**src/rtl/sae_pkg.sv**
```systemverilog
// Shared constants and types for the sae core arbiter.
// Mode codes, error-flag bit positions and arbiter FSM states.
package sae_pkg;

  localparam logic [1:0] MODE_NOP    = 2'b00;
  localparam logic [1:0] MODE_KEYGEN = 2'b01;
  localparam logic [1:0] MODE_ENC    = 2'b10;
  localparam logic [1:0] MODE_DEC    = 2'b11;

  localparam int ERR_PTXT   = 0;
  localparam int ERR_SECKEY = 1;
  localparam int ERR_CTXT   = 2;

  typedef enum logic [1:0] {
    S_IDLE,
    S_ISSUE,
    S_WAIT,
    S_RESP
  } arb_state_t;

endpackage

```
**src/rtl/rr_picker.sv**
```systemverilog
// Combinational round-robin picker: first set bit at or above ptr, wrapping.
// Ports: req (request vector), ptr (start index) -> grant (one-hot), idx, any.
module rr_picker #(
  parameter int NUM_REQ = 4,
  localparam int IW = $clog2(NUM_REQ)
) (
  input  logic [NUM_REQ-1:0] req,
  input  logic [IW-1:0]      ptr,
  output logic [NUM_REQ-1:0] grant,
  output logic [IW-1:0]      idx,
  output logic               any
);

  logic [IW:0]   sum;
  logic [IW-1:0] cand;

  always_comb begin
    grant = '0;
    idx   = '0;
    any   = 1'b0;
    sum   = '0;
    cand  = '0;
    for (int i = 0; i < NUM_REQ; i++) begin
      sum = {1'b0, ptr} + (IW+1)'(i);
      // ptr and i are both below NUM_REQ, so one subtract wraps
      if (sum >= (IW+1)'(NUM_REQ)) begin
        sum = sum - (IW+1)'(NUM_REQ);
      end
      cand = sum[IW-1:0];
      if (!any && req[cand]) begin
        any         = 1'b1;
        grant[cand] = 1'b1;
        idx         = cand;
      end
    end
  end

endmodule

```
**src/rtl/sae_arbiter.sv**
```systemverilog
// Round-robin sequencer sharing one sae core among NUM_REQ requesters.
// Ports: req_* (clients), resp_* (results), busy, sae_* (core side).
// Optional WAIT timeout enabled by defining SAE_ARB_TIMEOUT_EN.
module sae_arbiter
  import sae_pkg::*;
#(
  parameter int NUM_REQ        = 4,
  parameter int TIMEOUT_CYCLES = 64
) (
  input  logic                 clk,
  input  logic                 rst_n,
  input  logic [NUM_REQ-1:0]   req_valid,
  input  logic [2*NUM_REQ-1:0] req_mode,
  input  logic [8*NUM_REQ-1:0] req_data,
  input  logic [8*NUM_REQ-1:0] req_key,
  output logic [NUM_REQ-1:0]   req_ready,
  output logic [NUM_REQ-1:0]   resp_valid,
  output logic [7:0]           resp_data,
  output logic [2:0]           resp_err,
  output logic                 resp_timeout,
  output logic                 busy,
  output logic [1:0]           sae_mode,
  output logic [7:0]           sae_data,
  output logic [7:0]           sae_key,
  output logic                 sae_inputs_valid,
  input  logic [7:0]           sae_data_output,
  input  logic                 sae_output_ready,
  input  logic                 sae_err_ptxt,
  input  logic                 sae_err_seckey,
  input  logic                 sae_err_ctxt
);

  localparam int IW = $clog2(NUM_REQ);

  if (NUM_REQ < 2 || NUM_REQ > 8 || TIMEOUT_CYCLES < 2) begin : g_bad_param
    $error("sae_arbiter: parameter out of range");
  end

  arb_state_t state_q, state_d;

  logic [IW-1:0]      rr_ptr_q;
  logic [IW-1:0]      owner_q;
  logic [1:0]         mode_q;
  logic [7:0]         data_q;
  logic [7:0]         key_q;
  logic [7:0]         res_data_q;
  logic [2:0]         res_err_q;

  logic [NUM_REQ-1:0] pick_grant;
  logic [IW-1:0]      pick_idx;
  logic               pick_any;

  logic [1:0]         win_mode;
  logic [7:0]         win_data;
  logic [7:0]         win_key;
  logic [2:0]         core_err;
  logic               core_done;
  logic               expire;

  rr_picker #(
    .NUM_REQ(NUM_REQ)
  ) u_pick (
    .req  (req_valid),
    .ptr  (rr_ptr_q),
    .grant(pick_grant),
    .idx  (pick_idx),
    .any  (pick_any)
  );

  always_comb begin
    win_mode = '0;
    win_data = '0;
    win_key  = '0;
    for (int i = 0; i < NUM_REQ; i++) begin
      if (pick_grant[i]) begin
        win_mode = req_mode[2*i +: 2];
        win_data = req_data[8*i +: 8];
        win_key  = req_key[8*i +: 8];
      end
    end
  end

  always_comb begin
    core_err             = '0;
    core_err[ERR_PTXT]   = sae_err_ptxt;
    core_err[ERR_SECKEY] = sae_err_seckey;
    core_err[ERR_CTXT]   = sae_err_ctxt;
    core_done            = sae_output_ready | (|core_err);
  end

`ifdef SAE_ARB_TIMEOUT_EN
  localparam int CW = $clog2(TIMEOUT_CYCLES + 1);

  logic [CW-1:0] tmo_q;
  logic          res_to_q;

  // tmo_q counts completed WAIT cycles; the last one fires expire
  assign expire = (tmo_q == CW'(TIMEOUT_CYCLES - 1));

  always_ff @(posedge clk or negedge rst_n) begin
    if (!rst_n) begin
      tmo_q    <= '0;
      res_to_q <= 1'b0;
    end else begin
      if (state_q == S_ISSUE) begin
        tmo_q <= '0;
      end else if (state_q == S_WAIT) begin
        tmo_q <= tmo_q + CW'(1);
      end
      if (state_q == S_IDLE) begin
        res_to_q <= 1'b0;
      end else if (state_q == S_WAIT && !core_done && expire) begin
        res_to_q <= 1'b1;
      end
    end
  end

  assign resp_timeout = (state_q == S_RESP) ? res_to_q : 1'b0;
`else
  assign expire       = 1'b0;
  assign resp_timeout = 1'b0;
`endif

  always_ff @(posedge clk or negedge rst_n) begin
    if (!rst_n) begin
      state_q <= S_IDLE;
    end else begin
      state_q <= state_d;
    end
  end

  always_comb begin
    state_d = state_q;
    unique case (state_q)
      S_IDLE: begin
        if (pick_any) begin
          state_d = (win_mode == MODE_NOP) ? S_RESP : S_ISSUE;
        end
      end
      S_ISSUE: state_d = S_WAIT;
      S_WAIT: begin
        if (core_done || expire) begin
          state_d = S_RESP;
        end
      end
      S_RESP: state_d = S_IDLE;
      default: state_d = S_IDLE;
    endcase
  end

  always_ff @(posedge clk or negedge rst_n) begin
    if (!rst_n) begin
      rr_ptr_q   <= '0;
      owner_q    <= '0;
      mode_q     <= '0;
      data_q     <= '0;
      key_q      <= '0;
      res_data_q <= '0;
      res_err_q  <= '0;
    end else begin
      unique case (state_q)
        S_IDLE: begin
          if (pick_any) begin
            owner_q    <= pick_idx;
            mode_q     <= win_mode;
            data_q     <= win_data;
            key_q      <= win_key;
            res_data_q <= '0;
            res_err_q  <= '0;
          end
        end
        S_WAIT: begin
          if (core_done) begin
            res_data_q <= (|core_err) ? 8'h00 : sae_data_output;
            res_err_q  <= core_err;
          end
        end
        S_RESP: begin
          if (owner_q == IW'(NUM_REQ - 1)) begin
            rr_ptr_q <= '0;
          end else begin
            rr_ptr_q <= owner_q + IW'(1);
          end
        end
        default: ;
      endcase
    end
  end

  logic core_side;
  assign core_side = (state_q == S_ISSUE) || (state_q == S_WAIT);

  // req_ready is gated by rst_n so it is quiet while reset is held
  assign req_ready = (state_q == S_IDLE && rst_n) ? pick_grant : '0;

  assign busy             = (state_q != S_IDLE);
  assign sae_inputs_valid = (state_q == S_ISSUE);
  assign sae_mode         = core_side ? mode_q : 2'b00;
  assign sae_data         = core_side ? data_q : 8'h00;
  assign sae_key          = core_side ? key_q : 8'h00;

  assign resp_valid = (state_q == S_RESP) ?
                      (NUM_REQ'(1) << owner_q) : '0;
  assign resp_data  = (state_q == S_RESP) ? res_data_q : 8'h00;
  assign resp_err   = (state_q == S_RESP) ? res_err_q : 3'b000;

endmodule
```
**config.mk**
```make
export PLATFORM = sky130hd
export DESIGN_NAME = sae_arbiter
export DESIGN_NICKNAME = d
export VERILOG_FILES = /design/src/rtl/sae_pkg.sv /design/src/rtl/rr_picker.sv /design/src/rtl/sae_arbiter.sv
export SDC_FILE = /design/constraint.sdc
export NUM_CORES = 1
export LEC_CHECK = 0
export CORE_UTILIZATION = 42
export CTS_BUF_LIST = sky130_fd_sc_hd__clkbuf_4
export DETAILED_ROUTE_END_ITERATION = 16
export PLACE_DENSITY_LB_ADDON = 0.15
export SLEW_MARGIN = 20
export SYNTH_ARGS = -nofsm -noshare
export SYNTH_HDL_FRONTEND = slang
export SYNTH_HIERARCHICAL = 1
export SYNTH_SLANG_ARGS = --single-unit
```
**constraint.sdc**
```tcl
create_clock -name clk -period 4.1 [get_ports clk]
set_clock_uncertainty 0.2 [all_clocks]
set_input_delay 0.615 -clock clk [delete_from_list [all_inputs] [get_ports clk]]
set_output_delay 0.615 -clock clk [all_outputs]
set_load 0.02 [all_outputs]
```
==> results of run 1 <==
## layer usage
layer  track usage  part of all wire  vias up
li1              -                 -     1356
met1         0.286              0.43     1291
met2         0.398              0.50       93
met3        0.0407             0.062        9
met4        0.0614             0.011        0
met5             0                 0        -
## metrics by stage
stage               hold WS, ns  setup slack [ns]  utilization
detailed placement        0.262             0.109        0.661
global route              0.305           -0.0102        0.683
CTS                       0.290             0.101        0.680
finish                    0.288             0.144        0.683
global placement          0.256             0.180        0.661
floorplan                 0.119             0.465            -
## cell usage in the layout, fill, tap and decap left out, types with 4 or more instances in the layout
cell             instances
inv_1                   27
a32o_1                   5
and3_1                   4
and2_1                  34
a21oi_1                 35
a211o_1                 17
dfrtp_1                 35
nor2_1                  20
nand2_1                 20
mux2_2                   4
clkdlybuf4s50_1        127
a221oi_1                16
o21ai_0                 12
clkbuf_4                 5
buf_4                   12
ha_1                    14
a22oi_1                  8
## power groups by stage
stage | Combinational [W] | Clock, W | Sequential (W)
floorplan | 0.00178 | 0 | 0.000570
global placement | 0.00249 | 0 | 0.000568
detailed placement | 0.00253 | 0 | 0.000575
CTS | 0.00254 | 0.000322 | 0.000566
global route | 0.00280 | 0.000338 | 0.000583
finish | 0.00256 | 0.000315 | 0.000566
## logic make-up (layout without fill, tap and decap cells)
group,after synthesis,after routing,share of synthesized area
adders and majority gates,14,14,0.0648
DFF,35,35,0.324
buffers and inverters,51,176,0.0889
muxes,9,9,0.0565
and+or+nand+nor,92,92,0.192
other,1,1,0.00139
AOI/OAI and AO/OA,106,106,0.272
## layout make-up
class,instances,area (sq um)
Clock inverter,3,67.6
Multi-Input combinational cell,222,1590
Clock buffer,5,37.5
Sequential cell,35,876
Tap cell,75,93.8
Timing Repair Buffer,141,1380
Fill cell,519,1920
Inverter,27,101
## worst reg2reg max path, delay by kind of cell (launching register included)
family | cells | cell delay, ns
AOI/OAI and AO/OA | 6 | 1.00
DFF | 1 | 0.37
muxes | 1 | 0.61
buffers and inverters | 2 | 0.59
and+or+nand+nor | 1 | 0.39
## flip-flops by register name (all words and copies together) (netlist names)
| signal | flops |
|---|---|
| data_q | 8 |
| key_q | 8 |
| res_data_q | 8 |
| res_err_q | 3 |
| mode_q | 2 |
| owner_q | 2 |
| rr_ptr_q | 2 |
| state_q | 2 |
## worst min path at each step
stage | to | slack (ns) | depth (start not counted)
finish | res_data_q[7]$_DFFE_PN0P_ | 0.29 | 2
global route | res_err_q[1]$_DFFE_PN0P_ | 0.31 | 1
CTS | res_data_q[7]$_DFFE_PN0P_ | 0.29 | 2
detailed placement | mode_q[1]$_DFFE_PN0P_ | 0.26 | 2
global placement | res_data_q[7]$_DFFE_PN0P_ | 0.26 | 2
floorplan | data_q[0]$_DFFE_PN0P_ | 0.12 | 0
## repair_timing
action / CTS / global route
hold endpoints to repair: 4 / 0
endpoints found under the setup margin: 0 / 3
buffers inserted: 0 / 3
hold buffers: 1 / 0
resized for setup: 0 / 1
==> run summary, run 1 <==
DRT antenna net count -> 0
Placed Instances -> 496
# port buffers -> 128
Share of the synthesized area in the top cell type -> 0.324
CP Buf/Inv Count -> 2
Critical-path cell list -> clkdlybuf4s50_1 -> mux4_2 -> and2b_2 -> a22oi_1 -> o21ai_0 -> and3_1 -> clkdlybuf4s50_1
Wire per inst -> 15.2 microns
PwrDens -> 831 mW/mm^2
Reg power frac -> 0.165
Nets -> 536
Inserted Diodes -> 0
Vias -> 2749
HP Class -> reg2reg
EDFF count, synth -> 0
Avg Cell Area, Syn -> 8.77 sq um
Final clock period utilization by the worst path -> 0.965
Sw Pwr -> 0.00158 W
Vias in the first global route -> 2511
Post-DP HPWL -> 5630 microns
# setup viols final -> 0
I/O pin count -> 130
Fmax -> 0.253 GHz
Mapped Area -> 0.00270 sq mm
Slew margin rel. -> 0.484
FF-to-FF setup slack -> 0.81 ns
WS Path Type -> in2out
Reg2reg end -> state_q[1]$_DFFE_PN0P_
Sw frac -> 0.460
Slew @ Worst Pin -> 0.774 ns
Cells on worst reg2reg path -> 10
Worst Setup End Kind -> output port
Rows -> 28
Clock Latency Late Sink -> 0.33 ns
Ys flop type -> dfrtp_1
Clock root cell -> clkbuf_4
VDD IR max -> 0.000589 V
Clk pwr share -> 0.091
Routed Wire Length -> 7700 microns
Hold path startpoint -> res_data_q[7]$_DFFE_PN0P_
Crit. path cell count -> 7
Detailed Route Iter0 Violations -> 163
Critical path fanouts, max -> 6
Syn-to-layout area delta -> 53.3%
GP Congestion -> 0.818
P_int -> 0.00186 W
Critical path required time -> 3.28 ns
Num CTS Buffers -> 5
Most used cell, CP -> clkdlybuf4s50_1
Die span in x -> 82.2 microns
Syn nets -> 412
Fin. Hold Viols -> 0
Initial antenna violation count -> 0
Top area cells in the synthesized netlist -> dfrtp_1, and2_1, a21oi_1
H-Tree Level Count -> 2
Post-DP Area -> 0.00401 sq mm
Status -> complete, no violations
Worst r2r src -> rr_ptr_q[0]$_DFFE_PN0P_
Die Span Y -> 82.2 microns
Max stage delay on crit path -> 0.60 ns
Critical path's top delay family -> buffers and inverters
Critical Path AT -> 3.14 ns
Remaining DRCs -> 0
Largest net degree at the start of global routing -> 39
Number of vias per cell -> 5.41
DRT Pass-1 Iters -> 4
Comb power frac -> 0.744
Slowest-stage cell, CP -> clkdlybuf4s50_1
Starting Density -> 0.446
Leak Pwr -> 1.76 nW
Finished Cell Area -> 0.00414 sq mm
Synthesized instance count -> 308
Min cycle time layout -> 3.96 ns
Commonest cells in the netlist -> a21oi_1, dfrtp_1, and2_1, inv_1
Total power draw -> 0.00344 W
Clock tree buffer depth -> 2
DIE AREA -> 0.00676 sq mm
Clock Sinks -> 35
Critical Path Start -> req_valid[2]
Number of distinct library cells after synthesis -> 42
Fin. max-slew vios -> 0
Total gr overflow -> 0
GRT Overall Usage -> 0.227
Synth area leader -> dfrtp_1
TritonCTS clock tree -> done
Max Cap Viol -> 0
Layout cells sized above 1 -> 0.0831
First-pass GRT wire length -> 11700 microns
Core Box Area -> 0.00606 sq mm
Non-Filler Instances -> 508
Seq/Total Area, Yosys -> 0.324
CTS clk-pin slew, worst paths -> 0.11 ns
Async SR Flop Fraction -> 1.00
Fin Setup TNS -> 0 ns
Register bit count reported by yosys -> 35
Critical Path Sink -> req_ready[0]
Startpoint class of the critical path -> input pin
Ys Warns -> 6
(Power assumes the default switching activity.)
==> run 2: changes to the inputs <==
--- a/config.mk
+++ b/config.mk
@@ -5,6 +5,7 @@
 export SDC_FILE = /design/constraint.sdc
 export NUM_CORES = 1
 export LEC_CHECK = 0
+export CORE_ASPECT_RATIO = 0.9
 export CORE_UTILIZATION = 42
 export CTS_BUF_LIST = sky130_fd_sc_hd__clkbuf_4
 export DETAILED_ROUTE_END_ITERATION = 16
==> run summary, run 2 (synthesis results as in run 1) <==
Rows -> 27 (-3.6%)
DRT antenna net count -> 0 (unchanged)
DIE AREA -> 0.00676 sq mm (about the same)
Max stage delay on crit path -> 0.64 ns (+0.04 ns)
Wire per inst -> 14.8 microns (-2.2%)
TritonCTS clock tree -> done
GRT Overall Usage -> 0.231 (+0.00378)
Fin. Hold Viols -> 0 (unchanged)
Biggest regs -> data_q x8, key_q x8, res_data_q x8
Clock root cell -> clkbuf_4
Starting Density -> 0.439 (-0.00635)
Vias -> 2710 (-1.4%)
Leak Pwr -> 1.79 nW (+1.8%)
Slowest-stage cell, CP -> clkdlybuf4s50_1
Remaining DRCs -> 0 (unchanged)
Die span in x -> 86.5 microns (+5.3%)
DRT Pass-1 Iters -> 4 (unchanged)
Largest net degree at the start of global routing -> 39 (unchanged)
Layout cells sized above 1 -> 0.0810 (-0.00212)
Num CTS Buffers -> 5 (unchanged)
Critical path's top delay family -> buffers and inverters
Critical path required time -> 3.28 ns (about the same)
Fmax -> 0.254 GHz (+0.46%)
Hold path depth -> 2 (unchanged)
Area of the multi-input gates -> 0.00160 sq mm (+0.47%)
Critical path fanouts, max -> 8 (+2)
Post-DP HPWL -> 5720 microns (+1.7%)
H-Tree Level Count -> 2 (unchanged)
Core Box Area -> 0.00615 sq mm (+1.4%)
Most frequent cells in the layout -> clkdlybuf4s50_1, a21oi_1, dfrtp_1, and2_1, inv_1
Crit. path cell count -> 7 (unchanged)
Fillcell total -> 530 (+2.1%)
# port buffers -> 128 (unchanged)
HP Class -> reg2reg
Routed Wire Length -> 7690 microns (-0.12%)
Slew margin rel. -> 0.461 (-0.0232)
Critical Path AT -> 3.12 ns (-0.02 ns)
I/O pin count -> 130 (unchanged)
Hold Worst Slack -> 0.288 ns (+0.000627 ns)
Initial antenna violation count -> 0 (unchanged)
Clock Sinks -> 35 (unchanged)
CTS clk-pin slew, worst paths -> 0.12 ns (about the same)
PwrDens -> 814 mW/mm^2 (-2.1%)
Inserted Diodes -> 0 (unchanged)
Total gr overflow -> 0 (unchanged)
Most used cell, CP -> clkdlybuf4s50_1
Max Cap Viol -> 0 (unchanged)
Placed Instances -> 508 (+2.4%)
Nets -> 535 (-0.19%)
Fin. max-slew vios -> 0 (unchanged)
Number of vias per cell -> 5.22 (-3.5%)
Commonest non-fill, non-tap cell in the layout -> clkdlybuf4s50_1
Seq. cell area -> 876 sq um (unchanged)
Cells on worst reg2reg path -> 12 (+2)
Die Span Y -> 78.1 microns (-5.0%)
First-pass GRT wire length -> 12300 microns (+5.2%)
Final clock period utilization by the worst path -> 0.960 (-0.00447)
Status -> complete, no violations
Slew @ Worst Pin -> 0.809 ns (+0.0349 ns)
Non-Filler Instances -> 519 (+2.2%)
Detailed Route Iter0 Violations -> 137 (-16%)
Startpoint class of the critical path -> input pin
RSZ-0062 raised after global routing -> false
Total power draw -> 0.00337 W (-2.2%)
# setup viols final -> 0 (unchanged)
VDD IR max -> 0.000526 V (-11%)
Min cycle time layout -> 3.94 ns (-0.0183 ns)
Worst Setup End Kind -> output port
Syn-to-layout area delta -> 53.2% (about the same)
WS Path Type -> in2out
GP Congestion -> 0.806 (-1.5%)
Critical-path cell list -> clkdlybuf4s50_1 -> mux4_2 -> nor4b_4 -> a22oi_1 -> o21ai_2 -> and3_1 -> clkdlybuf4s50_1
Vias in the first global route -> 2549 (+1.5%)
Clock tree buffer depth -> 2 (unchanged)
CP Buf/Inv Count -> 2 (unchanged)
Clock Latency Late Sink -> 0.34 ns (about the same)
## run 2: repair_timing
action | in CTS | in global routing
setup buffers | 0 | 2
endpoints found under the hold margin | 8 | 0
resized for setup | 1 | 3
hold buffers | 1 | 0
cloned | 0 | 0
pin swaps | 0 | 1
setup endpoints to repair | 1 | 4
## run 2: layer usage
layer	global-route usage	share of wire	up-vias	routed length [microns]
li1	-	-	1351	-
met1	0.301	0.46	1255	3500
met2	0.394	0.47	90	3650
met3	0.0400	0.048	14	368
met4	0.0617	0.022	0	170
met5	0	0	-	0
## run 2: worst paths after layout
check | startpoint | to | slack (ns)
max | req_valid[2] | req_ready[3] | 0.16
max reg2reg | rr_ptr_q[0]$_DFFE_PN0P_ | key_q[6]$_DFFE_PN0P_ | 0.66
min reg2reg | res_data_q[3]$_DFFE_PN0P_ | res_data_q[3]$_DFFE_PN0P_ | 0.29
max in group asynchronous | rst_n | state_q[1]$_DFFE_PN0P_ | 2.53
min in group asynchronous | rst_n | rr_ptr_q[0]$_DFFE_PN0P_ | 0.50
min | res_data_q[3]$_DFFE_PN0P_ | res_data_q[3]$_DFFE_PN0P_ | 0.29
## run 2: metrics by stage
step,setup WS (ns),TNS (ns),util,instance area [sq um]
floorplan,0.465,0,-,2700
global placement,0.139,0,0.654,4020
detailed placement,-0.00863,-0.00863,0.654,4020
CTS,0.0392,0,0.669,4110
global route,0.0202,0,0.673,4140
finish,0.162,0,0.673,4140
## run 2: area by class of cell
cell class              count  share of cell area
clock buffers               5             0.00907
clock inverters             3              0.0106
inverters                  27              0.0245
multi-input cells         222               0.386
flip-flops and latches     35               0.212
well taps                  87              0.0263
repair buffers            140               0.332
## run 2: report_power, final
group	internal [W]	switching (W)	total (W)
Sequential	0.000496	0.0000721	0.000568
Combinational	0.00116	0.00138	0.00254
Clock	0.000128	0.000132	0.000260
## run 2: worst register-to-register path: stages, from the launching register on
cell and delay (ns):
dfrtp_1 0.37, buf_4 0.21, mux4_1 0.64, nor4b_4 0.18
buf_4 0.14, a22oi_1 0.13, o21ai_1 0.10, buf_4 0.22
nor2b_1 0.36, buf_4 0.29, a221oi_1 0.10, a211o_1 0.29
a21oi_1 0.14
